--- src/rtl/ahb_pkg.sv ---
// Shared AHB-Lite encodings and the default-slave state type.
package ahb_pkg;

    localparam logic [1:0] HTRANS_IDLE   = 2'b00;
    localparam logic [1:0] HTRANS_BUSY   = 2'b01;
    localparam logic [1:0] HTRANS_NONSEQ = 2'b10;
    localparam logic [1:0] HTRANS_SEQ    = 2'b11;

    localparam logic HRESP_OKAY  = 1'b0;
    localparam logic HRESP_ERROR = 1'b1;

    typedef logic [1:0] ds_state_t;
    localparam ds_state_t DS_IDLE = 2'd0;
    localparam ds_state_t DS_ERR1 = 2'd1;
    localparam ds_state_t DS_ERR2 = 2'd2;

endpackage

--- src/rtl/ahb_decoder_mux_if.sv ---
// Bus bundle between the AHB master, the decoder/mux and the slave array.
interface ahb_decoder_mux_if #(
    parameter int NUM_SLAVES = 4,
    parameter int ADDR_W     = 32,
    parameter int DATA_W     = 32
);
    logic [ADDR_W-1:0]            haddr;
    logic [1:0]                   htrans;
    logic [NUM_SLAVES-1:0]        hsel;
    logic [NUM_SLAVES*DATA_W-1:0] hrdata_s;
    logic [NUM_SLAVES-1:0]        hreadyout_s;
    logic [NUM_SLAVES-1:0]        hresp_s;
    logic [DATA_W-1:0]            hrdata;
    logic                         hready;
    logic                         hresp;

    // Environment side: master plus slave array.
    modport master (
        output haddr, htrans, hrdata_s, hreadyout_s, hresp_s,
        input  hsel, hrdata, hready, hresp
    );

    // Decoder/mux side.
    modport slave (
        input  haddr, htrans, hrdata_s, hreadyout_s, hresp_s,
        output hsel, hrdata, hready, hresp
    );
endinterface

--- src/rtl/ahb_default_slave.sv ---
// Default slave for unmapped regions: two-cycle ERROR response and a saturating error count.
module ahb_default_slave
    import ahb_pkg::*;
(
    input  logic       hclk,
    input  logic       hresetn,
    input  logic       sel,
    input  logic [1:0] htrans,
    input  logic       hready,
    output logic       hreadyout,
    output logic       hresp,
    output logic [7:0] err_cnt
);

    ds_state_t state;
    ds_state_t state_nxt;
    logic      active_req;

    assign active_req = hready && sel &&
                        ((htrans == HTRANS_NONSEQ) || (htrans == HTRANS_SEQ));

    // ERR2 re-enters ERR1 for a back-to-back unmapped transfer; anything else drops to IDLE.
    always_comb begin
        state_nxt = DS_IDLE;
        if (state == DS_ERR1)
            state_nxt = DS_ERR2;
        else if (active_req)
            state_nxt = DS_ERR1;
    end

    always_ff @(posedge hclk or negedge hresetn) begin
        if (!hresetn) begin
            state   <= DS_IDLE;
            err_cnt <= '0;
        end else begin
            state <= state_nxt;
            if ((state_nxt == DS_ERR1) && (err_cnt != 8'hFF))
                err_cnt <= err_cnt + 8'd1;
        end
    end

    assign hreadyout = (state != DS_ERR1);
    assign hresp     = (state == DS_IDLE) ? HRESP_OKAY : HRESP_ERROR;

endmodule

--- src/rtl/ahb_decoder_mux.sv ---
// AHB-Lite address decoder, data-phase select register and slave-to-master response mux.
module ahb_decoder_mux
    import ahb_pkg::*;
#(
    parameter int NUM_SLAVES = 4,
    parameter int ADDR_W     = 32,
    parameter int DATA_W     = 32,
    parameter int IDX_LSB    = 28,
    parameter int IDX_W      = 3
) (
    input  logic           hclk,
    input  logic           hresetn,
    ahb_decoder_mux_if.slave bus,
    output logic [7:0]     err_cnt
);

    if ((NUM_SLAVES < 1) || (NUM_SLAVES >= (1 << IDX_W))) begin : g_bad_cfg
        $error("ahb_decoder_mux: NUM_SLAVES must be in 1..2^IDX_W-1");
    end

    localparam logic [IDX_W-1:0] SLAVE_LIMIT = IDX_W'(NUM_SLAVES);

    logic [IDX_W-1:0]      idx;
    logic [NUM_SLAVES-1:0] hsel_dec;
    logic                  def_sel;
    logic [NUM_SLAVES:0]   dsel;
    logic                  ds_hreadyout;
    logic                  ds_hresp;

    assign idx     = bus.haddr[IDX_LSB +: IDX_W];
    assign def_sel = (idx >= SLAVE_LIMIT);

    always_comb begin
        hsel_dec = '0;
        for (int unsigned i = 0; i < NUM_SLAVES; i++)
            hsel_dec[i] = (idx == IDX_W'(i));
    end

    assign bus.hsel = hsel_dec;

    always_ff @(posedge hclk or negedge hresetn) begin
        if (!hresetn)
            dsel <= '0;
        else if (bus.hready)
            dsel <= {def_sel, hsel_dec};
    end

    ahb_default_slave u_default_slave (
        .hclk      (hclk),
        .hresetn   (hresetn),
        .sel       (def_sel),
        .htrans    (bus.htrans),
        .hready    (bus.hready),
        .hreadyout (ds_hreadyout),
        .hresp     (ds_hresp),
        .err_cnt   (err_cnt)
    );

    // With no data-phase owner the master sees a zero-wait OKAY.
    always_comb begin
        bus.hrdata = '0;
        bus.hready = 1'b1;
        bus.hresp  = HRESP_OKAY;
        for (int unsigned i = 0; i < NUM_SLAVES; i++) begin
            if (dsel[i]) begin
                bus.hrdata = bus.hrdata_s[i*DATA_W +: DATA_W];
                bus.hready = bus.hreadyout_s[i];
                bus.hresp  = bus.hresp_s[i];
            end
        end
        if (dsel[NUM_SLAVES]) begin
            bus.hready = ds_hreadyout;
            bus.hresp  = ds_hresp;
        end
    end

endmodule

--- src/flat_wrapper.sv ---
// flat-port wrapper written by rule: the top's interface ports become plain ports
module ahb_decoder_mux_flat import ahb_pkg::*;
#(
    parameter int NUM_SLAVES = 4,
    parameter int ADDR_W     = 32,
    parameter int DATA_W     = 32,
    parameter int IDX_LSB    = 28,
    parameter int IDX_W      = 3
)
  (hclk, hresetn, err_cnt, bus_haddr, bus_htrans, bus_hrdata_s, bus_hreadyout_s, bus_hresp_s, bus_hsel, bus_hrdata, bus_hready, bus_hresp);
  ahb_decoder_mux_if #(.NUM_SLAVES(NUM_SLAVES), .ADDR_W(ADDR_W), .DATA_W(DATA_W)) bus_i ();
  input  logic hclk;
  input  logic hresetn;
  output logic [7:0] err_cnt;
  input wire logic [$bits(bus_i.haddr)-1:0] bus_haddr;
  input wire logic [$bits(bus_i.htrans)-1:0] bus_htrans;
  input wire logic [$bits(bus_i.hrdata_s)-1:0] bus_hrdata_s;
  input wire logic [$bits(bus_i.hreadyout_s)-1:0] bus_hreadyout_s;
  input wire logic [$bits(bus_i.hresp_s)-1:0] bus_hresp_s;
  output wire logic [$bits(bus_i.hsel)-1:0] bus_hsel;
  output wire logic [$bits(bus_i.hrdata)-1:0] bus_hrdata;
  output wire logic [$bits(bus_i.hready)-1:0] bus_hready;
  output wire logic [$bits(bus_i.hresp)-1:0] bus_hresp;
  assign bus_i.haddr = bus_haddr;
  assign bus_i.htrans = bus_htrans;
  assign bus_i.hrdata_s = bus_hrdata_s;
  assign bus_i.hreadyout_s = bus_hreadyout_s;
  assign bus_i.hresp_s = bus_hresp_s;
  assign bus_hsel = bus_i.hsel;
  assign bus_hrdata = bus_i.hrdata;
  assign bus_hready = bus_i.hready;
  assign bus_hresp = bus_i.hresp;
  ahb_decoder_mux #(.NUM_SLAVES(NUM_SLAVES), .ADDR_W(ADDR_W), .DATA_W(DATA_W), .IDX_LSB(IDX_LSB), .IDX_W(IDX_W)) u_core (.hclk(hclk), .hresetn(hresetn), .bus(bus_i), .err_cnt(err_cnt));
endmodule
--- config.mk ---
export PLATFORM = sky130hd
export DESIGN_NAME = ahb_decoder_mux_flat
export DESIGN_NICKNAME = d
export VERILOG_FILES = /design/src/rtl/ahb_pkg.sv /design/src/rtl/ahb_decoder_mux_if.sv /design/src/rtl/ahb_default_slave.sv /design/src/rtl/ahb_decoder_mux.sv /design/src/flat_wrapper.sv
export SDC_FILE = /design/constraint.sdc
export NUM_CORES = 1
export LEC_CHECK = 0
export BUFFER_PORTS_ARGS = -buffer_cell sky130_fd_sc_hd__buf_2
export CAP_MARGIN = 25
export CORE_AREA = 2 2 85 87
export CTS_BUF_LIST = sky130_fd_sc_hd__clkbuf_8
export CTS_CLUSTER_DIAMETER = 100
export DETAILED_ROUTE_END_ITERATION = 10
export DIE_AREA = 0 0 87 89
export PLACE_DENSITY = 0.65
export SYNTH_ARGS = -nofsm -noshare
export SYNTH_HDL_FRONTEND = slang
export SYNTH_HIERARCHICAL = 1
export SYNTH_SLANG_ARGS = --single-unit
--- constraint.sdc ---
create_clock -name hclk -period 2.2 [get_ports hclk]
set_clock_uncertainty 0.05 [all_clocks]
set_input_delay 0.33 -clock hclk [delete_from_list [all_inputs] [get_ports hclk]]
set_output_delay 0.33 -clock hclk [all_outputs]
set_load 0.05 [all_outputs]
==> impl_metrics.json, run 1 <==
{
  "clk_latency_ns": 0.25,
  "cp_num_buf_inv": 3,
  "max_freq_mhz": 462,
  "critPathKind": "reg2out",
  "detail-route-antenna-nets": 0,
  "port_buffers": 187,
  "powerDensity_nw_per_um2": 953,
  "timing.rr.end": "u_core/u_default_slave/err_cnt[1]$_DFFE_PN0P_",
  "ys_seq_elements": 15,
  "setup_viol": 0,
  "min_path_cells": 4,
  "mostFrequentLayoutCell": "buf_2",
  "final_util": 0.485,
  "track_usage": 0.171,
  "grt_pass1_vias": 2298,
  "routed-wl-met2_um": 4070,
  "drv_slew": 0,
  "required_ns": 1.82,
  "drt_iter0_markers": 68,
  "ys_seq_area_frac": 0.209,
  "hold_path_startpoint": "bus_hreadyout_s[3]",
  "nets": 594,
  "timing.rr.start": "u_core/dsel[1]$_DFFE_PN0P_",
  "antenna_found_initial": 1,
  "maxCapViolCount": 0,
  "dr.max_layer_used": "met4",
  "finalNonFillerCells": 501,
  "slowest_stage": "dfrtp_1",
  "rsz0062_at_grt": "yes",
  "drive_above_1_share": 0.602,
  "dr.pass1.iters": 4,
  "dr_total_vias": 2614,
  "fp.dieW_um": 87,
  "place_inst": 491,
  "p_leak_nw": 1.59,
  "hold_ws_ns": 0.343,
  "areaGrowthSynthToFinish_pct": 81.8,
  "cts_tree": "done",
  "syn_nets": 411,
  "htree_levels": 1,
  "finalHoldViolations": 0,
  "wirelength_um": 8080,
  "crit_top_cell": "buf_6",
  "grt_max_degree": 67,
  "met1_length_um": 3110,
  "multi_input_area_um2": 1470,
  "syn_area_per_cell_um2": 7.53,
  "maxSlewHeadroom": 0.744,
  "dr_wl_met3_um": 673,
  "synthCells": 238,
  "dieHeight_um": 89,
  "cts_buffers": 3,
  "hpwl_um": 5990,
  "synth-edff-count": 0,
  "drc": 0,
  "place_area_um2": 2990,
  "reg2regPathDepth": 8,
  "reg2reg_slack_ns": 0.13,
  "synth_area_um2": 1790,
  "clockRootBuffer": "clkbuf_8",
  "min_path_type": "in2reg",
  "startpoint_type": "register",
  "whs_endpoint": "u_core/dsel[3]$_DFFE_PN0P_",
  "worst_setup_path_end_kind": "output port",
  "rows": 30,
  "gp_congestion": 0.834,
  "ys_warn_count": 6,
  "initial_core_util": 0.267,
  "clk_pin_slew_ns": 0.06,
  "clock-sinks": 15,
  "design_area_um2": 3260,
  "core_area_um2": 6720,
  "synth-main-ff-cell": "dfrtp_1",
  "grt_pass1_wl_um": 10800,
  "die-area_um2": 7740,
  "status": "finished, final reports clean",
  "fillers": 651,
  "post-route-min-period_ns": 2.16,
  "ys_types": 40,
  "max_stage_delay_ns": 0.36,
  "crit_path_cell_trace": "buf_6 -> nor2b_4 -> clkbuf_16 -> a221oi_1 -> o31ai_2 -> buf_6",
  "critPathTopFamily": "buffers and inverters",
  "async_flop_share": 1.00,
  "worstPathMaxFanout": 15,
  "peakVddDrop_mv": 0.903,
  "grt-ovfl-total": 0,
  "tightest_slew_ns": 0.384,
  "routedWlPerCell_um": 16.1,
  "clockBufferDepth": 2,
  "ios": 218,
  "viasPerCell": 5.22,
  "period_share": 0.984,
  "arrival_ns": 1.78,
  "final_cell_mix": "buf_2 (156), nand2_1 (41), nor2b_1 (33)",
  "layout.area.seq_um2": 379
}
[cell usage after synthesis, types with 2 or more instances]
cell type  instances  area share
nand2_1           41       0.086
nor2b_1           33        0.12
a221oi_1          31        0.15
o31ai_1           30        0.13
dfrtp_1           15        0.21
clkbuf_1          13       0.027
a21oi_1            9       0.025
buf_2              9       0.025
inv_1              6       0.013
o21ai_0            6       0.017
nand2b_1           4       0.014
nor3_1             3      0.0084
xnor2_1            3       0.015
and3_1             2      0.0070
mux2_1             2       0.013
mux2_2             2       0.013
nand3_1            2      0.0056
nand3b_1           2      0.0084
nand4_1            2      0.0070
nor2_1             2      0.0042
nor3b_1            2      0.0084
[worst max path at each step]
stage	startpoint	cells after the start	endpoint	slack, ns
after CTS	u_core/dsel[0]$_DFFE_PN0P_	7	bus_hresp	0.003
after detailed placement	u_core/dsel[1]$_DFFE_PN0P_	8	u_core/u_default_slave/err_cnt[1]$_DFFE_PN0P_	0.14
after global placement	u_core/dsel[1]$_DFFE_PN0P_	8	u_core/u_default_slave/err_cnt[1]$_DFFE_PN0P_	0.17
after global routing	u_core/dsel[0]$_DFFE_PN0P_	6	bus_hrdata[19]	-0.04
final	u_core/dsel[0]$_DFFE_PN0P_	6	bus_hrdata[27]	0.04
after floorplan	u_core/dsel[0]$_DFFE_PN0P_	8	u_core/u_default_slave/err_cnt[6]$_DFFE_PN0P_	0.04
[worst register-to-register path, delay by kind of cell (launching register included)]
| kind | cells | cell delay [ns] |
|---|---|---|
| AO/OA/AOI/OAI | 3 | 0.67 |
| flip-flops | 1 | 0.45 |
| multiplexers | 1 | 0.33 |
| AND/OR/NAND/NOR | 2 | 0.23 |
| buffers and inverters | 2 | 0.22 |
[sequential cells by signal (all words and copies together), names as in the netlist]
signal	flops
u_core/dsel	5
u_core/u_default_slave/err_cnt	8
u_core/u_default_slave/state	2
[through the flow]
| stage | total power [mW] | setup WS [ns] | TNS (ns) |
|---|---|---|---|
| after floorplan | 2.11 | 0.0415 | 0 |
| after CTS | 2.88 | 0.00331 | 0 |
| after global routing | 3.27 | -0.0435 | -0.183 |
| after global placement | 2.62 | 0.175 | 0 |
| final | 3.11 | 0.0356 | 0 |
| after detailed placement | 2.65 | 0.137 | 0 |
[power by group]
part	internal, mW	leakage [nW]	switching, mW
Combinational	0.902	1.37	1.56
Clock	0.124	0.0269	0.0960
Sequential	0.340	0.191	0.0859
Total	1.37	1.59	1.74
[cell families (layout without fill, tap and decap cells)]
family	after synthesis	in the layout	share of synthesized area
AO/OA/AOI/OAI	84	84	0.365
XOR/XNOR	4	4	0.0196
adder cells (fa/ha/maj)	1	1	0.00698
buffers and inverters	30	212	0.0712
flip-flops	15	15	0.209
multiplexers	5	5	0.0307
other	0	1	0
AND/OR/NAND/NOR	99	99	0.297
[cell type report]
class | instances | area share
inverters | 6 | 0.00768
diodes | 1 | 0.000768
clock inverters | 1 | 0.00115
clock buffers | 3 | 0.0127
well taps | 80 | 0.0307
repair buffers | 202 | 0.380
flip-flops and latches | 15 | 0.116
multi-input cells | 193 | 0.450
[timing repair]
action | in CTS | in global routing
hold endpoints to repair | 15 | 0
buffers inserted | 0 | 2
setup endpoints to repair | 1 | 19
hold buffers | 1 | 0
gates cloned | 0 | 2
pin swaps | 0 | 4
resized for setup | 1 | 76
[routing by layer]
| metal | vias to the layer above | global-route usage |
|---|---|---|
| met5 | - | 0 |
| met4 | 0 | 0.0753 |
| met3 | 18 | 0.0277 |
| met2 | 122 | 0.293 |
| met1 | 1215 | 0.212 |
| li1 | 1259 | - |
Power figures use the tool's default switching activity.
==> inputs of run 2 (changes only) <==
Settings changed: CELL_PAD_IN_SITES_DETAIL_PLACEMENT from default to 0, CELL_PAD_IN_SITES_GLOBAL_PLACEMENT from default to 2, CORE_AREA 2 2 85 87 to default, CORE_MARGIN from default to 2, CORE_UTILIZATION from default to 15, DIE_AREA 0 0 87 89 to default, HOLD_SLACK_MARGIN from default to 0.1, PLACE_DENSITY 0.65 to 0.81.
==> run 2 against run 1 <==
Against the previous run: combinational power about the same; register-to-register slack about the same; sequential share of layout area down 0.21 points; hold slack worse by 0.019 ns; sequential power about the same; cell count up 13%; non-clock buffer count up 1; routed wire length up 4.4%; total power up 0.25%; clock power up 6%; via count down 0.69%.
==> impl_metrics.json, run 2 (synthesized netlist as in run 1, its figures left out) <==
{
  "track_usage": 0.111,
  "maxSlewHeadroom": 0.709,
  "finalHoldViolations": 0,
  "drive_above_1_share": 0.601,
  "max_freq_mhz": 469,
  "place_inst": 555,
  "timing.rr.start": "u_core/dsel[0]$_DFFE_PN0P_",
  "status": "finished, final reports clean",
  "cts_buffers": 3,
  "mostFrequentLayoutCell": "buf_2",
  "maxCapViolCount": 0,
  "initial_core_util": 0.156,
  "setup_viol": 0,
  "period_share": 0.969,
  "grt_pass1_vias": 2498,
  "dr.pass1.iters": 4,
  "clock-sinks": 15,
  "antenna_found_initial": 0,
  "htree_levels": 1,
  "critPathLaunch": "u_core/dsel[1]$_DFFE_PN0P_",
  "final_util": 0.288,
  "min_path_cells": 4,
  "drt_iter0_markers": 183,
  "core_area_um2": 11500,
  "largest_reg_flops": 8,
  "startpoint_type": "register",
  "tightest_slew_ns": 0.437,
  "post-route-min-period_ns": 2.13,
  "dieHeight_um": 113,
  "hold_ws_ns": 0.324,
  "gp_congestion": 0.748,
  "p_leak_nw": 1.58,
  "nets": 595,
  "rsz0062_at_grt": "yes",
  "reg2reg_slack_ns": 0.12,
  "port_buffers": 187,
  "finalNonFillerCells": 564,
  "hold_path_startpoint": "bus_hreadyout_s[3]",
  "final_cell_mix": "buf_2 (156), nand2_1 (41), nor2b_1 (33)",
  "largestRegisters": "u_core/u_default_slave/err_cnt x8, u_core/dsel x5, u_core/u_default_slave/state x2",
  "clockBufferDepth": 2,
  "hpwl_um": 6380,
  "grt_max_degree": 46,
  "detail-route-antenna-nets": 0,
  "drv_slew": 0,
  "min_path_type": "in2reg",
  "grt_pass1_wl_um": 11900,
  "areaGrowthSynthToFinish_pct": 85.2,
  "wirelength_um": 8440,
  "cts_tree": "done",
  "top_register": "u_core/u_default_slave/err_cnt",
  "fp.dieW_um": 113,
  "clk_pin_slew_ns": 0.07,
  "clk_latency_ns": 0.25,
  "rows": 39,
  "critPathKind": "reg2out",
  "die-area_um2": 12800,
  "arrival_ns": 1.75,
  "antenna_cells": 0,
  "clockRootBuffer": "clkbuf_8",
  "viasPerCell": 4.60,
  "ios": 218,
  "reg2regPathDepth": 8,
  "routedWlPerCell_um": 15.0,
  "powerDensity_nw_per_um2": 938,
  "grt-ovfl-total": 0,
  "power.total_mw": 3.11,
  "peakVddDrop_mv": 0.858,
  "worst_setup_path_end_kind": "output port",
  "dr_total_vias": 2596,
  "worstPathMaxFanout": 8,
  "required_ns": 1.82,
  "drc": 0
}
[run 2: final cells by class]
class                   count  area [um2]
inverters                   6        25.0
flip-flops and latches     15         379
clock inverters             1        7.51
clock buffers               3        41.3
repair buffers            203        1230
well taps                 143         179
fillers                  1276        8200
multi-input cells         193        1460
[run 2: stage by stage]
step	worst slack, ns	area (um2)	setup TNS (ns)
floorplan	0.0415	1940	0
finish	0.0683	3320	0
global route	-0.0206	3320	-0.0477
global placement	0.128	3050	0
detailed placement	0.0818	3050	0
CTS	0.00129	3130	0
[run 2: metal layers]
| layer | global-route usage | vias up | wire length, um |
|---|---|---|---|
| met4 | 0.0285 | 0 | 130 |
| li1 | - | 1262 | - |
| met5 | 0 | - | 0 |
| met2 | 0.193 | 113 | 4200 |
| met3 | 0.0161 | 10 | 627 |
| met1 | 0.145 | 1211 | 3480 |
[run 2: final timing paths]
check                                                                endpoint
worst max-delay path                                                bus_hresp
worst min-delay path                               u_core/dsel[3]$_DFFE_PN0P_
worst max register to register  u_core/u_default_slave/err_cnt[1]$_DFFE_PN0P_
worst min register to register  u_core/u_default_slave/err_cnt[0]$_DFFE_PN0P_
max in group asynchronous                          u_core/dsel[2]$_DFFE_PN0P_
min in group asynchronous       u_core/u_default_slave/err_cnt[2]$_DFFE_PN0P_
[run 2: report_power, final]
group / internal [mW] / total [mW] / leakage, nW / switching (mW)
clock: 0.127 / 0.233 / 0.0217 / 0.106
sequential: 0.339 / 0.427 / 0.191 / 0.0873
combinational: 0.889 / 2.45 / 1.37 / 1.57
[run 2: what timing repair did]
action / 4_1_cts / 5_1_grt
setup buffers: 0 / 2
pin swaps: 0 / 8
hold buffers: 1 / 0
resized for setup: 5 / 71
cloned: 0 / 2
setup endpoints to repair: 2 / 19
endpoints found under the hold margin: 15 / 0
[run 2: critical path, stage by stage (launching register included)]
cell,delay (ns)
dfrtp_2,0.45
nor2b_4,0.24
buf_12,0.18
a221oi_1,0.08
a211o_1,0.25
a21oi_2,0.14
buf_6,0.17
